**src/rtl/slot_sched_pkg.sv**
```systemverilog
// Shared types and helpers for the time-slot round-robin scheduler.
package slot_sched_pkg;

  typedef enum logic {
    IDLE = 1'b0,
    RUN  = 1'b1
  } state_t;

  // Shortest legal slot; a requested length of 0 is raised to this.
  localparam int unsigned K_MIN = 1;

  function automatic int unsigned clamp_k(input int unsigned k);
    return (k < K_MIN) ? K_MIN : k;
  endfunction

endpackage

```
**src/rtl/rr_pick.sv**
```systemverilog
// Combinational round-robin picker: first set request at or after i_ptr (mod R).
module rr_pick #(
  parameter int R = 4
) (
  input  logic [R-1:0]         i_req,
  input  logic [$clog2(R)-1:0] i_ptr,
  output logic                 o_valid,
  output logic [$clog2(R)-1:0] o_idx
);

  localparam int W = $clog2(R);
  localparam logic [W:0] R_W = (W+1)'(R);

  logic [2*R-1:0] dbl;
  logic [R-1:0]   rot;
  logic [W-1:0]   hit;
  logic [W:0]     sum;

  // Rotate so that bit 0 of rot is the requester at i_ptr.
  assign dbl = {i_req, i_req} >> i_ptr;
  assign rot = dbl[R-1:0];

  // Lowest set bit of the rotated vector, then map back to an absolute index.
  always_comb begin
    o_valid = 1'b0;
    hit     = '0;
    for (int j = R - 1; j >= 0; j--) begin
      if (rot[j]) begin
        o_valid = 1'b1;
        hit     = W'(j);
      end
    end
    sum = {1'b0, i_ptr} + {1'b0, hit};
    if (sum >= R_W) begin
      sum = sum - R_W;
    end
    o_idx = sum[W-1:0];
  end

endmodule

```
**src/rtl/slot_scheduler.sv**
```systemverilog
// Time-slot round-robin scheduler: each winner holds a one-hot grant for
// exactly k_active cycles; the slot length is only changed at slot entry.
module slot_scheduler
  import slot_sched_pkg::*;
#(
  parameter int N         = 4,
  parameter int R         = 4,
  parameter int K_DEFAULT = 4
) (
  input  logic                 i_clk,
  input  logic                 i_reset,
  input  logic                 i_enable,
  input  logic [N-1:0]         i_k,
  input  logic                 i_k_valid,
  input  logic [R-1:0]         i_req,
  output logic [R-1:0]         o_grant,
  output logic [$clog2(R)-1:0] o_grant_idx,
  output logic                 o_slot_start,
  output logic                 o_roll_over,
  output logic                 o_busy
);

  localparam int W = $clog2(R);

  state_t       state_q, state_d;
  logic [N-1:0] count_q, count_d;
  logic [N-1:0] k_active_q, k_active_d;
  logic [N-1:0] k_pending_q, k_pending_d;
  logic [W-1:0] ptr_q, ptr_d;
  logic [W-1:0] idx_q, idx_d;

  logic [N-1:0] k_in;
  logic [W-1:0] next_ptr;
  logic [W-1:0] pick_ptr;
  logic [W-1:0] pick_idx;
  logic         pick_valid;
  logic         roll;
  logic         start;

  assign k_in     = N'(clamp_k(32'(i_k)));
  assign next_ptr = (idx_q == W'(R - 1)) ? '0 : idx_q + 1'b1;
  // At roll-over the picker must already see the advanced pointer.
  assign pick_ptr = (state_q == RUN) ? next_ptr : ptr_q;
  assign roll     = (state_q == RUN) && (count_q == k_active_q - 1'b1);
  assign start    = i_enable && pick_valid;

  rr_pick #(.R(R)) u_pick (
    .i_req   (i_req),
    .i_ptr   (pick_ptr),
    .o_valid (pick_valid),
    .o_idx   (pick_idx)
  );

  // State registers; reset clears everything so outputs drop immediately.
  always_ff @(posedge i_clk or negedge i_reset) begin
    if (!i_reset) begin
      state_q     <= IDLE;
      count_q     <= '0;
      k_active_q  <= N'(K_DEFAULT);
      k_pending_q <= N'(K_DEFAULT);
      ptr_q       <= '0;
      idx_q       <= '0;
    end else begin
      state_q     <= state_d;
      count_q     <= count_d;
      k_active_q  <= k_active_d;
      k_pending_q <= k_pending_d;
      ptr_q       <= ptr_d;
      idx_q       <= idx_d;
    end
  end

  // Next-state logic: slot entry latches the pick and the pending length
  // (including a strobe arriving in the same cycle).
  always_comb begin
    state_d     = state_q;
    count_d     = count_q;
    k_active_d  = k_active_q;
    k_pending_d = i_k_valid ? k_in : k_pending_q;
    ptr_d       = ptr_q;
    idx_d       = idx_q;
    case (state_q)
      IDLE: begin
        if (start) begin
          state_d    = RUN;
          count_d    = '0;
          idx_d      = pick_idx;
          k_active_d = k_pending_d;
        end
      end
      RUN: begin
        if (roll) begin
          ptr_d   = next_ptr;
          count_d = '0;
          if (start) begin
            idx_d      = pick_idx;
            k_active_d = k_pending_d;
          end else begin
            state_d = IDLE;
            idx_d   = '0;
          end
        end else begin
          count_d = count_q + 1'b1;
        end
      end
      default: state_d = IDLE;
    endcase
  end

  assign o_busy       = (state_q == RUN);
  assign o_grant      = o_busy ? (R'(1) << idx_q) : '0;
  assign o_grant_idx  = idx_q;
  assign o_slot_start = o_busy && (count_q == '0);
  assign o_roll_over  = roll;

endmodule

```
**config.mk**
```make
export PLATFORM = sky130hd
export DESIGN_NAME = slot_scheduler
export DESIGN_NICKNAME = d
export VERILOG_FILES = /design/src/rtl/slot_sched_pkg.sv /design/src/rtl/rr_pick.sv /design/src/rtl/slot_scheduler.sv
export SDC_FILE = /design/constraint.sdc
export NUM_CORES = 1
export LEC_CHECK = 0
export CORE_MARGIN = 4
export CORE_UTILIZATION = 51
export CTS_CLUSTER_SIZE = 24
export DETAILED_ROUTE_END_ITERATION = 7
export HOLD_SLACK_MARGIN = 0.05
export PLACE_DENSITY = 0.89
export SYNTH_ARGS = -nofsm -noshare
export SYNTH_HDL_FRONTEND = slang
export SYNTH_SLANG_ARGS = --single-unit
```
**constraint.sdc**
```tcl
create_clock -name i_clk -period 2.29 [get_ports i_clk]
set_clock_uncertainty 0.15 [all_clocks]
set_input_delay 0.458 -clock i_clk [delete_from_list [all_inputs] [get_ports i_clk]]
set_output_delay 0.458 -clock i_clk [all_outputs]
set_load 0.02 [all_outputs]
```
======== Word-level counts from Yosys, hierarchy flattened ========
Cells that the tools add are included.
operators by class
  add/subtract/negate cells ............... 5
  multipliers ............................. 0
  divide/modulo/power cells ............... 0
  magnitude comparators ................... 2
  equality and inequality tests ........... 4
  shift-type cells ........................ 2
  muxes and demuxes ....................... 27
  bitwise gates (word level) .............. 1
  reduce and logical (&&, ||, !) cells .... 6
operators by type and width
  kind                   number
  $mux W4                7
  $mux W2                10
  $pmux W4 S2            2
  $shr A8 B2 Y4          1
  $mux W1                6
  $add A4 B1 Y4 const B  1
  $eq A4 B4 Y1           1
  $logic_not A4 Y1       1
  $lt A4 B1 Y1 const B   1
  $ne A2 B2 Y1 const B   2
  $pmux W2 S2            1
  $reduce_and A2 Y1      2
  $shl A1 B2 Y4 const A  1
  $sub A4 B1 Y4 const B  1
  $add A2 B2 Y3          1
  $ge A3 B3 Y1 const B   1
  $logic_and A1 B1 Y1    3
  $add A2 B1 Y2 const B  1
  $eq A2 B2 Y1 const B   1
  $pmux W1 S2            1
  $sub A2 B1 Y2 const B  1
  $not A1 Y1             1
word-level totals
  register bits after elaboration ......... 17
  latch bits .............................. 0
  memory bits (writable) .................. 0
  ROM bits ................................ 0
  memories kept ........................... 0

======== Longest topological paths before layout ========
Gate-level depths: netlist (run 1).
  word-level depth ........................ 14
  depth in mapped cells ................... 7
  depth with buffers taken out ............ 7

======== Cells and area by module ========
Synthesis (run 1) repeated with hierarchy kept, for this count alone.
unflattened totals
  cells, all modules ...................... 142
  area, all modules ....................... 1340.0 um2
by module, submodules not included
  module          times used  cells each  area each (um2)  sequential area each (um2)
  slot_scheduler  1           119         1159.9           427.9
  rr_pick         1           23          180.2            0.0

======== Worst setup path before layout (run 1) ========
Ideal clock, no wire load.
  path kind ............................... register to output
  start point ............................. register state_q (netlist: o_busy)
  end point ............................... output port o_slot_start
  arrival ................................. 1.600 ns
  slack ................................... 0.082 ns
  stages on the path, launching flop included .. 3
  cells stage by stage .................... dfrtp_1 clkbuf_1 nor4bb_1
between the ends
  longest elaborated chain between the ends .. 1
ends and longest elaborated chain
  item                    line                   RTL
  from (decl)             slot_scheduler.sv:25   state_t state_q, state_d;
  from (signal assigned)  slot_scheduler.sv:64   state_q <= state_d;
  $logic_and A1 B1 Y1     slot_scheduler.sv:113  assign o_slot_start = o_busy && (count_q == '0);
  to (decl)               slot_scheduler.sv:18   output logic o_slot_start,
Every way passes these cells.

======== Worst setup path after layout (run 1) ========
  start point ............................. register k_active_q[0]
  end point ............................... output port o_roll_over
between the ends
  longest elaborated chain between the ends .. 3
ends and longest elaborated chain
  item                    line                  RTL
  from (decl)             slot_scheduler.sv:27  logic [N-1:0] k_active_q, k_active_d;
  from (signal assigned)  slot_scheduler.sv:59  k_active_q <= N'(K_DEFAULT);
  from (signal assigned)  slot_scheduler.sv:66  k_active_q <= k_active_d;
  $sub A4 B1 Y4           slot_scheduler.sv:44  assign roll = (state_q == RUN) && (count_q == k_active_q - 1'b1);
  $eq A4 B4 Y1            slot_scheduler.sv:44
  $logic_and A1 B1 Y1     slot_scheduler.sv:44
  to (decl)               slot_scheduler.sv:19  output logic o_roll_over,
Every way passes these cells.

==> results of run 1 <==
## worst max-delay path, cell delays in order, from the launching register on
cell and delay, ns:
dfrtp_1 0.40, inv_1 0.11, ha_4 0.21, xor2_1 0.14, nand2_1 0.09, nor3_2 0.21, nand2_1 0.11, inv_1 0.08
buf_6 0.11
## synthesized netlist by cell type, types with 2 or more instances
cell / instances
and2_1: 4
clkbuf_1: 2
o21ai_0: 4
xor2_1: 4
mux2_2: 6
inv_1: 8
mux2_4: 4
nor3_1: 5
o221ai_1: 2
nand3_1: 2
ha_1: 7
nand2_1: 8
dfrtp_1: 15
nor2b_1: 3
o22ai_1: 2
a31oi_1: 2
dfstp_2: 2
xnor2_1: 4
nor2_1: 5
## report_power, final
group | leakage (nW) | switching [W] | total (W) | internal (W)
logic | 0.494 | 0.000653 | 0.00137 | 0.000712
clock network | 0.0177 | 0.000104 | 0.000170 | 0.0000652
registers | 0.197 | 0.0000960 | 0.000519 | 0.000423
total | 0.709 | 0.000854 | 0.00205 | 0.00120
## repair_timing
item / CTS / global route
buffers inserted: 0 / 2
endpoints found under the setup margin: 6 / 2
pin swaps: 2 / 3
resized for setup: 12 / 5
## registers in the layout, indices dropped and copies added, names as in the netlist
name	flops
count_q	4
k_active_q	4
k_pending_q	4
o_busy	1
o_grant_idx	2
ptr_q	2
## kinds of logic (layout without fill, tap and decap cells)
| family | count (synthesis) | in the layout | share of synthesized area (%) |
|---|---|---|---|
| AND/OR/NAND/NOR | 32 | 32 | 16.36 |
| AO/OA/AOI/OAI | 20 | 20 | 14.55 |
| flip-flops | 17 | 17 | 38.86 |
| multiplexers | 11 | 11 | 12.50 |
| buffers and inverters | 10 | 53 | 3.409 |
| XOR/XNOR | 8 | 8 | 6.363 |
| adder cells (fa/ha/maj) | 7 | 7 | 7.954 |
## final timing paths
check,end,cells past startpoint,startpoint,slack (ns)
setup / recovery,o_roll_over,8,k_active_q[0],-0.08
hold / removal,k_active_q[3],2,i_reset,0.31
min in group i_clk,ptr_q[0],1,ptr_q[0],0.36
max in group asynchronous,k_active_q[2],2,i_reset,1.42
setup reg to reg,o_grant_idx[1],6,o_grant_idx[0],0.17
hold reg to reg,ptr_q[0],1,ptr_q[0],0.36
## stage by stage
stage	instance area (sq um)	hold WS, ns
2_1_floorplan	1101	0.01241
3_3_place_gp	1470	0.3321
3_5_place_dp	1470	0.3387
4_1_cts	1503	0.3305
5_1_grt	1518	0.3229
6_report	1518	0.3149
## metal layers
layer / up-vias / part of all wire [%] / GRT usage, %
li1: 459 / - / -
met1: 462 / 40 / 24.96
met2: 42 / 52 / 38.45
met3: 9 / 6.2 / 3.270
met4: 0 / 2.2 / 9.959
met5: - / 0 / 0
## area by class of cell
class,instances,share of cell area [%]
tap,27,2.226
sequential,17,28.28
multi-input combinational,78,42.70
clock inverter,1,0.3298
inverter,8,1.979
clock buffer,3,1.484
timing repair buffer,41,23.00
==> impl_metrics.ini, run 1 <==
[outcome]
status = finished, violations left
violations = setup timing

[synthesis]
synth-edff-count = 0
synth_ff_type = dfrtp_1
synth_nets = 124
postSynthAreaPerCell_sq_um = 10.49
ys_ff_latch = 17
netlist_area_sq_um = 1101
ys.warnings.count = 0
synth_top_area_cell = dfrtp_1
synth_cells = 105
ys_seq_area_share_pct = 38.86
synthTopCellsByArea = dfrtp_1, ha_1, mux2_2, mux2_4, dfstp_2
ys_types = 35
synth_top_area_share_pct = 34.09
async_reset_ff_share_pct = 100.0

[place]
place.gp.congestion = 0.7915
dp.final_hpwl_um = 2075
dp.cells = 169
place_ws_ns = -0.2292
numPortBuffers = 20

[finish]
regArea_sq_um = 429.2
nFillCells = 138
finalCoreUtilization_pct = 75.81
multi_input_area_sq_um = 648.1
area_growth_pct = 37.84
drive_above_1_share_pct = 31.76
nets = 168
final_cell_mix = buf_4, dfrtp_1, clkdlybuf4s50_1
final_common_cell = buf_4
instances_no_fill = 175
n_antenna_cell = 0

[timing]
finalSetupViolCount = 1
period_share_pct = 103.3
setup_tns_ns = -0.07507
slew_violations = 0
fin_ws_ns = -0.07507
worst_pin_slew_ns = 0.3893
max_freq_ghz = 0.4228
min_period_ns = 2.365
slew-limit-headroom_pct = 73.76
grt_setup_unrepaired = true
finalHoldViolCount = 0

[floorplan]
dieArea_sq_um = 2966
rows = 16
fp.coreArea_sq_um = 2002
dieHeight_um = 54.47
die_w_um = 54.47
start_util_pct = 55.00
io_pins = 21

[route]
drt_iter0_drc = 49
firstDrtPassIters = 4
totalWireLength_um = 2693
wl_per_cell_um = 15.39
ant_nets = 0
via_per_inst = 5.554
drcViolationCount = 0
vias = 972

[pwr]
ir_drop_uv = 865.0
finalPower_w = 0.002054
powerDensity_nw_per_um2 = 1354
leakage_nw = 0.7091

[clocking]
cts.clk_slew.worst_paths_ns = 0.11
cts_inserted_buffers = 3
htree_levels = 1
clock_sinks = 17
cts-root-buf = clkbuf_4
clk_path_buf_depth = 2
cts_tree = yes
cts-hold-fix-buffers = 0
clkLatencyLatePin_ns = 0.30

[min_path]
hold_class = primary input to asynchronous set/reset pin

[worst_setup_path]
cp_max_fo = 2
path_class = register to primary output
crit_arrival_ns = 1.76
startpoint_type = register
end_kind = primary output
cp.required_ns = 1.68

[grt]
grt-ovfl-total = 0
grt_pass1_wl_um = 4450
grt_max_degree = 18
antenna_found_initial = 0
gr-usage-all-layers_pct = 21.52
grt_pass1_vias = 982

[run]
drv_cap = 0
Note: power is estimated with default switching activity, not from simulation.
==> run 2: changes to the inputs <==
--- a/config.mk
+++ b/config.mk
@@ -6,11 +6,11 @@
 export NUM_CORES = 1
 export LEC_CHECK = 0
 export CORE_MARGIN = 4
-export CORE_UTILIZATION = 51
+export CORE_UTILIZATION = 45
 export CTS_CLUSTER_SIZE = 24
 export DETAILED_ROUTE_END_ITERATION = 7
 export HOLD_SLACK_MARGIN = 0.05
-export PLACE_DENSITY = 0.89
+export PLACE_DENSITY = 0.81
 export SYNTH_ARGS = -nofsm -noshare
 export SYNTH_HDL_FRONTEND = slang
 export SYNTH_SLANG_ARGS = --single-unit
==> run 2 against run 1 <==
The run now ends clean. Non-clock buffer count is 3 lower. Die area is 11% higher. Critical path depth is 1 lower. First-iteration DRC count is 27% lower. Critical path type unchanged. Largest power group unchanged.
==> impl_metrics.ini, run 2 (same netlist as run 1, synthesis figures left out) <==
[place]
numPortBuffers = 20
place_ws_ns = -0.1687
place_area_sq_um = 1449
dp.final_hpwl_um = 2009
place.gp.congestion = 0.9513

[route]
drcViolationCount = 0
vias = 941
drt_iter0_drc = 36
wl_per_cell_um = 14.72
firstDrtPassIters = 6
ant_nets = 0
via_per_inst = 5.439
totalWireLength_um = 2547

[grt]
grt_pass1_vias = 994
antenna_found_initial = 0
grt-ovfl-total = 0
grt_pass1_wl_um = 4347
gr-usage-all-layers_pct = 17.39
grt_max_degree = 18

[worst_setup_path]
path_class = register to primary output
slowest_stage = dfrtp_1
cp_max_fo = 3
cp.required_ns = 1.68
crit_chain = buf_4, nor3_1, xnor2_1, nor3_2, nand2_1, inv_1, buf_6
end_kind = primary output
ff2ff_path_depth = 8
startpoint_type = register
crit_path_max_incr_delay_ns = 0.40
crit_arrival_ns = 1.68

[clocking]
clock_sinks = 17
clkLatencyLatePin_ns = 0.30
cts.clk_slew.worst_paths_ns = 0.10
htree_levels = 1
cts-hold-fix-buffers = 0
clk_path_buf_depth = 2
cts_inserted_buffers = 3
cts_tree = yes
cts-root-buf = clkbuf_4

[timing]
min_period_ns = 2.288
finalHoldViolCount = 0
fin_ws_ns = 0.002021
period_share_pct = 99.91
finalSetupViolCount = 0
slew_violations = 0
grt_setup_unrepaired = true
slew-limit-headroom_pct = 72.91
worst_pin_slew_ns = 0.4019
max_freq_ghz = 0.4371

[floorplan]
fp.coreArea_sq_um = 2276
die_w_um = 57.47
dieArea_sq_um = 3302
start_util_pct = 48.38
io_pins = 21
dieHeight_um = 57.47
rows = 17

[finish]
area_growth_pct = 35.91
nets = 165
drive_above_1_share_pct = 30.34
final_cell_area_sq_um = 1496
n_antenna_cell = 0
final_common_cell = buf_4
final_cell_mix = buf_4, dfrtp_1, clkdlybuf4s50_1
reg_top3 = count_q x4, k_active_q x4, k_pending_q x4

[run]
drv_cap = 0

[pwr]
powerDensity_nw_per_um2 = 1341
finalPower_w = 0.002006
ir_drop_uv = 866.2
leakage_nw = 0.6959

[min_path]
hold_class = primary input to asynchronous set/reset pin

[outcome]
status = finished clean
-- run 2: cell types whose count changed in the layout (fill, tap and decap cells not counted), sizes merged --
cell  delta
buf      -3
-- run 2: cell type report --
class | count | area (sq um)
flip-flops and latches | 17 | 429.2
fillers | 187 | 779.5
well taps | 28 | 35.03
inverters | 8 | 30.03
multi-input cells | 78 | 648.1
clock buffers | 3 | 22.52
repair buffers | 38 | 326.6
clock inverters | 1 | 5.005
-- run 2: path summary, 6_finish.rpt --
check	to	from	slack, ns
max in group asynchronous	k_active_q[2]	i_reset	1.42
worst max-delay path	o_roll_over	k_active_q[0]	0.002
worst max register to register	o_grant_idx[0]	o_grant_idx[0]	0.17
min in group i_clk	ptr_q[0]	ptr_q[0]	0.36
worst min-delay path	count_q[0]	i_reset	0.32
worst min register to register	ptr_q[0]	ptr_q[0]	0.36
-- run 2: metal layers --
| layer | GRT usage, % | wire length [um] |
|---|---|---|
| met1 | 19.78 | 1028 |
| met2 | 30.16 | 1256 |
| met3 | 2.715 | 175 |
| met4 | 10.60 | 87 |
| met5 | 0 | 0 |
-- run 2: per-stage QoR --
stage	std cells	hold WS (ns)	utilization, %	TNS [ns]
final	173	0.3162	65.75	0
after global routing	173	0.3105	65.75	-0.1299
after CTS	172	0.3135	65.04	-0.005778
after detailed placement	167	0.3349	63.66	-0.1687
after global placement	167	0.3318	63.66	-0.1583
after floorplan	105	0.01241	-	0
-- run 2: worst max-delay path, delay by kind of cell (launching register included) --
kind	cells	cell delay (ns)
flip-flops	1	0.40
buffers and inverters	3	0.34
XOR/XNOR	1	0.13
AND/OR/NAND/NOR	3	0.51
-- run 2: power by group --
part           switching (W)  internal (W)
Sequential         0.0000969      0.000423
Combinational       0.000627      0.000690
Clock               0.000104     0.0000652
Total               0.000827       0.00118
-- run 2: what timing repair did --
| item | in CTS | in global routing |
|---|---|---|
| setup endpoints to repair | 6 | 2 |
| buffers inserted | 1 | 1 |
| pin swaps | 4 | 0 |
| resized for setup | 12 | 5 |
